[src/rtl/fetch_unit.sv]
// Instruction-fetch stage: PC register, next-PC selection and IF/ID pipeline register.
// Optional macro FETCH_DELAY_SLOT_EN keeps the delay-slot instruction instead of flushing it.
module fetch_unit #(
  parameter logic [31:0] RESET_PC = 32'h0000_3000,
  parameter logic [31:0] NOP_WORD = 32'h0000_0000
) (
  input  logic        clk,
  input  logic        reset,
  input  logic        stall,
  input  logic [1:0]  npc_sel,
  input  logic [15:0] imm16,
  input  logic [25:0] instr_index,
  input  logic [31:0] jr_target,
  input  logic [31:0] ir_f,
  output logic [31:0] pc_f,
  output logic [31:0] ir_d,
  output logic [31:0] pc_d,
  output logic [31:0] pc8_d,
  output logic        valid_d
);

  logic [31:0] pc_f_q, pc_f_d;
  logic [31:0] ir_d_q, ir_d_d;
  logic [31:0] pc_d_q, pc_d_d;
  logic [31:0] pc8_d_q, pc8_d_d;
  logic        valid_d_q, valid_d_d;

  logic [1:0]  sel_s;
  logic [31:0] pc_d_plus4_s;
  logic [31:0] br_off_s;
  logic [31:0] npc_s;

  // Next-PC select; a bubble in decode cannot redirect, so its npc_sel is masked.
  always_comb begin
    sel_s        = valid_d_q ? npc_sel : 2'b00;
    pc_d_plus4_s = pc_d_q + 32'd4;
    br_off_s     = {{14{imm16[15]}}, imm16, 2'b00};
    case (sel_s)
      2'b00:   npc_s = pc_f_q + 32'd4;
      2'b01:   npc_s = pc_d_plus4_s + br_off_s;
      2'b10:   npc_s = {pc_d_plus4_s[31:28], instr_index, 2'b00};
      2'b11:   npc_s = jr_target;
      default: npc_s = pc_f_q + 32'd4;
    endcase
  end

  always_comb begin
    pc_f_d    = pc_f_q;
    ir_d_d    = ir_d_q;
    pc_d_d    = pc_d_q;
    pc8_d_d   = pc8_d_q;
    valid_d_d = valid_d_q;
    if (stall) begin
      pc_f_d    = pc_f_q;
      valid_d_d = valid_d_q;
    end else begin
      pc_f_d    = npc_s;
      ir_d_d    = ir_f;
      pc_d_d    = pc_f_q;
      pc8_d_d   = pc_f_q + 32'd8;
      valid_d_d = 1'b1;
`ifndef FETCH_DELAY_SLOT_EN
      // Without delay slots the wrong-path fetch of the redirect cycle becomes a bubble.
      if (sel_s != 2'b00) begin
        ir_d_d    = NOP_WORD;
        pc_d_d    = 32'h0000_0000;
        pc8_d_d   = 32'h0000_0000;
        valid_d_d = 1'b0;
      end else begin
        valid_d_d = 1'b1;
      end
`endif
    end
  end

  always_ff @(posedge clk) begin
    if (reset) begin
      pc_f_q    <= RESET_PC;
      ir_d_q    <= NOP_WORD;
      pc_d_q    <= 32'h0000_0000;
      pc8_d_q   <= 32'h0000_0000;
      valid_d_q <= 1'b0;
    end else begin
      pc_f_q    <= pc_f_d;
      ir_d_q    <= ir_d_d;
      pc_d_q    <= pc_d_d;
      pc8_d_q   <= pc8_d_d;
      valid_d_q <= valid_d_d;
    end
  end

  assign pc_f    = pc_f_q;
  assign ir_d    = ir_d_q;
  assign pc_d    = pc_d_q;
  assign pc8_d   = pc8_d_q;
  assign valid_d = valid_d_q;

endmodule

[config.mk]
export PLATFORM = sky130hd
export DESIGN_NAME = fetch_unit
export DESIGN_NICKNAME = d
export VERILOG_FILES = /design/src/rtl/fetch_unit.sv
export SDC_FILE = /design/constraint.sdc
export NUM_CORES = 1
export LEC_CHECK = 0
export BUFFER_PORTS_ARGS = -buffer_cell sky130_fd_sc_hd__buf_2
export CAP_MARGIN = 20
export CORE_MARGIN = 3
export CORE_UTILIZATION = 40
export CTS_CLUSTER_DIAMETER = 60
export DETAILED_ROUTE_END_ITERATION = 16
export PLACE_DENSITY_LB_ADDON = 0.05
export SKIP_LAST_GASP = 1
export SLEW_MARGIN = 15
export SYNTH_ARGS = -nofsm -noshare
export SYNTH_HDL_FRONTEND = slang
export SYNTH_SLANG_ARGS = --single-unit
[constraint.sdc]
create_clock -name clk -period 4.94 [get_ports clk]
set_input_delay 0.247 -clock clk [delete_from_list [all_inputs] [get_ports clk]]
set_output_delay 0.247 -clock clk [all_outputs]
set_load 0.03 [all_outputs]
# --- Yosys cells after proc, flatten, opt, wreduce, memory -nomap -nowiden ---
# Index checks and enable logic that the tools add are counted.
totals:
  reg_bits: 129
  in_bits: 111
  output_inout_bits: 129
classes:
  n_addsub: 4
  n_eq_ne: 3
  n_mux: 6
  reduce_logical: 2
op_table:
  columns: ["cell", "count"]
  rows:
  - ["one-hot mux 32 bit (4 select lines)", 1]
  - ["two-way mux 32 bit", 3]
  - ["adder 32 x 3 -> 32 bit, second input constant", 2]
  - ["adder 32 bit", 1]
  - ["adder 32 x 4 -> 32 bit, second input constant", 1]
  - ["== test 2 bit, second input constant", 2]
  - ["== test 2 x 1 -> 1 bit, second input constant", 1]
  - ["zero test 2 bit", 1]
  - ["two-way mux 2 bit", 1]
  - ["nonzero test 2 bit", 1]
  - ["two-way mux 1 bit", 1]

# --- Depth between registers and ports, before layout ---
# Gate-level depths: netlist of run 1.
logic_depth:
  ltp_word: 3
  depth_mapped: 17
  ltp_nobuf: 16

# --- Least setup slack after synthesis of run 1 ---
# No wires, ideal clock.
synth_path:
  kind: "register -> register"
  start: "register pc_d_q[2] (netlist: pc_d[2])"
  end: "register pc_f_q[27] (netlist: pc_f[27])"
  setup_ps: 126
  t_arrival_ps: 3471
  required_time_ps: 4814
  path_slack_ps: 1343
  path_stages_with_launch: 17
  path_buffers: 0
  period_less_slack_ps: 3597
  path_cell_list: "dfxtp_1 ha_1 nand3_1 or2_2 nor2_1 nand4_1 xnor2_1 ha_1 a21o_1 a21oi_1 and3b_1 o211ai_1 a32oi_1 o21ai_0 a311oi_1 a41o_1 a21oi_1"
synth_via:
  elab_chain_len: 3
synth_lines:
  columns: ["element", "line_no", "text"]
  rows:
  - ["start, declared", "24", "logic [31:0] pc_d_q, pc_d_d;"]
  - ["start signal, assigned", "86", "pc_d_q <= pc_d_d;"]
  - ["adder 32 x 3 -> 32 bit", "36", "pc_d_plus4_s = pc_d_q + 32'd4;"]
  - ["adder 32 bit", "40", "2'b01: npc_s = pc_d_plus4_s + br_off_s;"]
  - ["one-hot mux 32 bit (4 select lines)", "38", "case (sel_s)"]
  - ["end signal, assigned", "84", "pc_f_q <= pc_f_d;"]
  - ["end, declared", "22", "logic [31:0] pc_f_q, pc_f_d;"]
# No other way between the ends.
# A chain may end at the register's enable or synchronous reset.

# --- Worst setup path after layout of run 1 ---
layout_path:
  start: "register pc_d_q[2] (netlist: pc_d[2])"
  end: "register pc_f_q[31] (netlist: pc_f[31])"
layout_via:
  elab_chain_len: 3
layout_lines:
  columns: ["element", "line_no"]
  rows:
  - ["adder 32 x 3 -> 32 bit *", "36"]
  - ["adder 32 bit", "40"]
  - ["one-hot mux 32 bit (4 select lines) *", "38"]
# Every way passes the cells marked *; elsewhere a longest branch is shown, timed or not.

==> results of run 1 <==
how the worst max path moves through the flow:
stage / endpoint / slack, ns / depth (start not counted)
floorplan: pc_f[27] / 1.34 / 16
global placement: pc_f[31] / 0.94 / 15
detailed placement: pc_f[31] / 1.01 / 15
CTS: pc_f[31] / 0.97 / 15
global route: pc_f[31] / 0.56 / 15
finish: pc_f[31] / 0.91 / 15
stage by stage:
step	area (um^2)	cells
2_1_floorplan	8340	1123
6_report	10200	1588
3_3_place_gp	9600	1556
4_1_cts	10200	1588
3_5_place_dp	9600	1556
5_1_grt	10200	1588
worst min-delay path, stage by stage:
cell and delay (ns):
buf_2 0.08, a211oi_1 0.08, nor2_1 0.10
power by group:
part / switching, mW / total, mW / internal [mW]
Clock: 0.538 / 1.30 / 0.761
Sequential: 0.0671 / 1.13 / 1.06
Combinational: 0.360 / 0.553 / 0.193
Total: 0.965 / 2.98 / 2.01
metal layers:
metal	vias up	share of wire	GRT usage	wire, um
met5	-	0	0	0
met2	320	0.48	0.443	15000
met1	4231	0.44	0.363	13800
met4	0	0.021	0.0727	654
met3	34	0.066	0.0524	2080
li1	4379	-	-	-
kinds of logic after synthesis:
| logic type | synth area share |
|---|---|
| AOI/OAI and AO/OA | 0.239 |
| xor gates and xnor gates | 0.0828 |
| adders and majority gates | 0.0594 |
| buffers and inverters | 0.0523 |
| DFF | 0.302 |
| muxes | 0.00750 |
| and+or+nand+nor | 0.257 |
state kept, by name, summed over array words and instances, names as in the netlist:
register / cells
ir_d: 32
pc8_d: 29
pc_d: 32
pc_f: 32
valid_d: 1
final cells by class:
cell class,count,area share
Inverter,17,0.00626
Sequential cell,126,0.247
Multi-Input combinational cell,894,0.529
Clock buffer,17,0.0417
Tap cell,270,0.0331
Timing Repair Buffer,249,0.125
Clock inverter,15,0.0171
synth_stat cells, drive strengths merged, types with 3 or more instances:
| cell type | n | area share |
|---|---|---|
| o22ai | 4 | 0.0030 |
| a22oi | 33 | 0.030 |
| a32oi | 3 | 0.0031 |
| a2bb2oi | 4 | 0.0042 |
| a211oi | 12 | 0.011 |
| nand2b | 5 | 0.0037 |
| xor2 | 27 | 0.028 |
| or2 | 7 | 0.0052 |
| and3 | 61 | 0.046 |
| o21a | 3 | 0.0027 |
| ha | 38 | 0.057 |
| o21ai | 40 | 0.024 |
| a311oi | 3 | 0.0031 |
| nand2 | 106 | 0.048 |
| o211ai | 16 | 0.014 |
| a31oi | 18 | 0.013 |
| o31ai | 5 | 0.0045 |
| inv | 17 | 0.0076 |
| and2 | 4 | 0.0030 |
| o221ai | 6 | 0.0063 |
| nand4 | 23 | 0.019 |
| nand3b | 4 | 0.0036 |
| clkbuf | 66 | 0.031 |
| nor2 | 160 | 0.072 |
| buf | 20 | 0.014 |
| nor4 | 4 | 0.0030 |
| nor2b | 7 | 0.0052 |
| xnor2 | 51 | 0.054 |
| a41oi | 4 | 0.0042 |
| nor3 | 25 | 0.017 |
| nand3 | 39 | 0.024 |
| mux2i | 4 | 0.0048 |
| or3 | 5 | 0.0037 |
| a21oi | 129 | 0.077 |
| dfxtp | 126 | 0.30 |
| a221oi | 3 | 0.0031 |
| a21o | 16 | 0.014 |
| o21bai | 4 | 0.0036 |
==> results.json, run 1 <==
{
  "hold_class": "in -> reg",
  "synthFlopType": "dfxtp_1",
  "power.total_mw": 2.98,
  "yosys_warnings": 0,
  "synthesis.area_um2": 8340,
  "firstDrtPassIters": 5,
  "holdBufCountCts": 0,
  "finalHoldViolCount": 0,
  "min_from": "instr_index[3]",
  "netlist_instances": 1123,
  "grt_usage": 0.270,
  "fin_skew_ns": 0.0150,
  "crit_buf_inv": 0,
  "p_per_area_nw_per_um2": 292,
  "max_freq_mhz": 248,
  "worstSetupStartpoint": "pc_d[2]",
  "post-route-util": 0.501,
  "ys_types": 68,
  "route.vias.total": 8964,
  "fin_hold_ws_ns": 0.115,
  "grt.overflow.total": 0,
  "tritoncts": "done",
  "worstPathArrival_ns": 4.34,
  "synth.avg_cell_area_um2": 7.43,
  "drt.antenna.violating_nets": 0,
  "whs_path_depth": 3,
  "mostFrequentLayoutCell": "buf_2",
  "setup_ws_ns": 0.911,
  "antenna_found_initial": 0,
  "clk_latency_ns": 0.42,
  "cpPeakStageDelay_ns": 0.77,
  "rsz0062_at_grt": "false",
  "nFillCells": 2147,
  "slew_headroom": 0.419,
  "setup_violations": 0,
  "cts_setup_buffers": 0,
  "r2r_start": "pc_d[2]",
  "grt_max_degree": 82,
  "die-area_um2": 22600,
  "h-tree-depth": 4,
  "drv_slew": 0,
  "regArea_um2": 2520,
  "fin_crit_sh": 0.815,
  "layout.nets": 1455,
  "post-route-min-period_ns": 4.03,
  "drt-initial-drc-count": 715,
  "cts_root_buffer": "clkbuf_16",
  "power_leakage_nw": 4.70,
  "cts_buffers": 17,
  "startpoint_type": "register",
  "cts.path.max_buffers": 2,
  "drc": 0,
  "max_cap_viol_count": 0,
  "viasPerCell": 5.64,
  "r2r-end": "pc_f[31]",
  "syn2layout_area_growth_pct": 22.2,
  "path_cells": "ha_1 -> nand3_1 -> or2_2 -> nor4_1 -> nand2_1 -> xnor2_1 -> ha_1 -> a21o_1 -> o21ai_0 -> nand2b_1 -> a21oi_1 -> o21ai_0 -> a21oi_1 -> xnor2_1 -> o41ai_1",
  "critPathMaxFanout": 7,
  "ys_seq_area_frac": 0.302,
  "required_ns": 5.25,
  "die_h_um": 150,
  "grt_pass1_vias": 8362,
  "cp_top_family": "simple AND/OR/NAND/NOR gates",
  "clock-sinks": 126,
  "grt_pass1_wl_um": 47500,
  "clkTransAtPathRegs_ns": 0.06,
  "cp-end-kind": "register",
  "post_cts_resized": 0,
  "multi_input_area_um2": 5400,
  "status": "completed",
  "final_cell_mix": "buf_2, nor2_1, a21oi_1",
  "worst_pin_slew_ns": 0.863,
  "r2r.worst_path.cells": 15,
  "floorplan.rows": 52,
  "synth_nets": 1273,
  "hold_end": "pc_f[5]",
  "post-place-ws_ns": 1.01,
  "synth_edf_count": 0,
  "r2r_setup_slack_ns": 0.91,
  "path_class": "reg -> reg",
  "die_width_um": 150,
  "synthArstFlopShare": 0,
  "initial_core_util": 0.410,
  "dp_hpwl_um": 22900,
  "peakVddDrop_mv": 0.262,
  "finalSetupTns_ns": 0,
  "antenna_cells": 0,
  "port-buffer-count": 239,
  "core_um2": 20400,
  "gp_congestion": 0.932,
  "wl_per_cell_um": 19.9,
  "ys_ff_latch": 126,
  "wl_um": 31500,
  "pin_count": 240,
  "drive_gt1_frac": 0.229,
  "worst_path_max_delay_cell": "nor4_1"
}
Note: power is estimated with default switching activity, not from simulation.
==> run 2: changes to the inputs <==
==> constraint.sdc (replaced) <==
create_clock -name clk -period 3.37 [get_ports clk]
set_input_delay 0.1685 -clock clk [delete_from_list [all_inputs] [get_ports clk]]
set_output_delay 0.1685 -clock clk [all_outputs]
set_load 0.03 [all_outputs]
==> run 2 against run 1 <==
- worst hold slack got worse by 0.071 ns
- cell count is 5.9% higher
- combinational power increased by 66%
- register-to-register slack lost 0.94 ns
- sequential share of layout area is 2.2 points lower
- critical endpoint is now pc_f[30]
- largest power group unchanged
- global-route usage increased by 0.23 points
- sequential power grew 44%
- setup slack worse by 0.94 ns
- the run now ends with negative setup slack left
- sequential cell count did not move
==> results.json, run 2 (synthesis gave the netlist of run 1 again) <==
{
  "status": "finished with violations",
  "violations": "negative setup slack",
  "grt_max_degree": 79,
  "die_h_um": 150,
  "cts_root_buffer": "clkbuf_16",
  "worst_path_max_delay_cell": "dfxtp_4",
  "startpoint_type": "register",
  "grt_pass1_vias": 8690,
  "fin_crit_sh": 1.01,
  "clkTransAtPathRegs_ns": 0.06,
  "r2r.worst_path.cells": 16,
  "cpPeakStageDelay_ns": 0.37,
  "core_um2": 20400,
  "drt.antenna.violating_nets": 0,
  "port-buffer-count": 239,
  "antenna_found_initial": 0,
  "route.vias.total": 9393,
  "finalHoldViolCount": 0,
  "r2r_setup_slack_ns": -0.03,
  "dp_hpwl_um": 23900,
  "required_ns": 3.72,
  "clk_latency_ns": 0.42,
  "p_per_area_nw_per_um2": 403,
  "initial_core_util": 0.410,
  "power.total_mw": 4.53,
  "regArea_um2": 2530,
  "cts.path.max_buffers": 2,
  "max_cap_viol_count": 0,
  "post-route-min-period_ns": 3.40,
  "place_inst": 1633,
  "worst_pin_slew_ns": 0.850,
  "floorplan.rows": 52,
  "rsz0062_at_grt": "true",
  "wl_um": 32500,
  "slew_headroom": 0.433,
  "clock-sinks": 126,
  "viasPerCell": 5.59,
  "drv_slew": 0,
  "multi_input_area_um2": 5680,
  "die-area_um2": 22600,
  "final_cell_mix": "buf_2, nor2_1, a21oi_1",
  "layout.cells.non_filler": 1681,
  "cts_buffers": 17,
  "path_class": "reg -> reg",
  "fin_hold_ws_ns": 0.0442,
  "drt-initial-drc-count": 629,
  "h-tree-depth": 4,
  "gp_congestion": 0.896,
  "layout.nets": 1548,
  "final_area_um2": 11200,
  "r2r_start": "pc_d[2]",
  "cp-end-kind": "register",
  "whs_path_depth": 3,
  "fin_skew_ns": 0.0130,
  "max_freq_mhz": 294,
  "min_from": "instr_index[3]",
  "path_cells": "and4_4 -> nand2b_4 -> or2_4 -> nor2_4 -> xor2_2 -> ha_1 -> nand4_1 -> buf_4 -> nor3_4 -> o311ai_4 -> nand3_2 -> a311oi_2 -> o21bai_1 -> a31oi_1 -> xor2_1 -> o21ai_1",
  "placed_area_um2": 10200,
  "syn2layout_area_growth_pct": 34.7,
  "setup_violations": 1,
  "wl_per_cell_um": 19.3,
  "antenna_cells": 0,
  "grt_pass1_wl_um": 48000,
  "firstDrtPassIters": 5,
  "die_width_um": 150,
  "r2r-end": "pc_f[30]",
  "holdBufCountCts": 0,
  "setup_ws_ns": -0.0295,
  "drc": 0,
  "pin_count": 240,
  "tritoncts": "done",
  "drive_gt1_frac": 0.315,
  "nFillCells": 2063,
  "hold_end": "pc_f[5]",
  "hold_class": "in -> reg",
  "worstPathArrival_ns": 3.75,
  "critPathMaxFanout": 5,
  "power_leakage_nw": 5.27,
  "mostFrequentLayoutCell": "buf_2",
  "grt_usage": 0.272,
  "grt.overflow.total": 0,
  "peakVddDrop_mv": 0.323
}
[run 2: cell count changes in the layout (fill, tap and decap cells not counted), sizes merged]
cell	delta
buf	+93
inv	-3
bufinv	+2
clkbuf	+1
clkinv	-1
clkinvlp	+1
[run 2: stage by stage]
| stage | utilization | setup WS (ns) | TNS, ns |
|---|---|---|---|
| after floorplan | - | 0.00583 | 0 |
| after global routing | 0.552 | -0.155 | -0.677 |
| after detailed placement | 0.500 | -0.166 | -0.927 |
| final | 0.552 | -0.0295 | -0.0295 |
| after CTS | 0.536 | 0.00260 | 0 |
| after global placement | 0.500 | -0.160 | -0.665 |
[run 2: worst max-delay path by stage]
stage / from / to / slack (ns) / cells past startpoint
after detailed placement: pc_d[2] / pc_f[22] / -0.17 / 15
after floorplan: pc_d[3] / pc_f[27] / 0.006 / 16
after global placement: pc_d[2] / pc_f[22] / -0.16 / 15
after global routing: pc_d[2] / pc_f[30] / -0.15 / 16
after CTS: pc_d[5] / pc_f[30] / 0.003 / 15
final: pc_d[2] / pc_f[30] / -0.03 / 16
[run 2: area by class of cell]
cell class | instances | share of cell area
clock buffer | 18 | 0.0382
clock inverter | 14 | 0.0183
inverter | 17 | 0.00568
multi-input combinational | 894 | 0.505
sequential | 126 | 0.225
tap | 270 | 0.0301
timing repair buffer | 342 | 0.177
[run 2: repair_timing]
action                                  4_1_cts  5_1_grt
endpoints found under the setup margin       11       15
setup buffers                                 2       14
pin swaps                                    10       50
gates resized for setup                      14       53
[run 2: worst max-delay path, delay by kind of cell, from the launching register on]
family / cells / cell delay [ns]
AND/OR/NAND/NOR: 7 / 1.30
AO/OA/AOI/OAI: 5 / 0.84
flip-flops: 1 / 0.37
adder cells (fa/ha/maj): 1 / 0.33
XOR/XNOR: 2 / 0.28
buffers and inverters: 1 / 0.20
[run 2: report_power, final]
group	switching, mW	internal, mW	leakage, nW
combinational	0.577	0.342	3.94
clock	0.729	1.25	0.303
sequential	0.0789	1.55	1.03
total	1.38	3.15	5.27
[run 2: layer usage]
| layer | vias up | part of all wire | global-route usage |
|---|---|---|---|
| met2 | 332 | 0.48 | 0.458 |
| li1 | 4568 | - | - |
| met5 | - | 0 | 0 |
| met4 | 0 | 0.026 | 0.0819 |
| met1 | 4449 | 0.43 | 0.357 |
| met3 | 44 | 0.064 | 0.0485 |
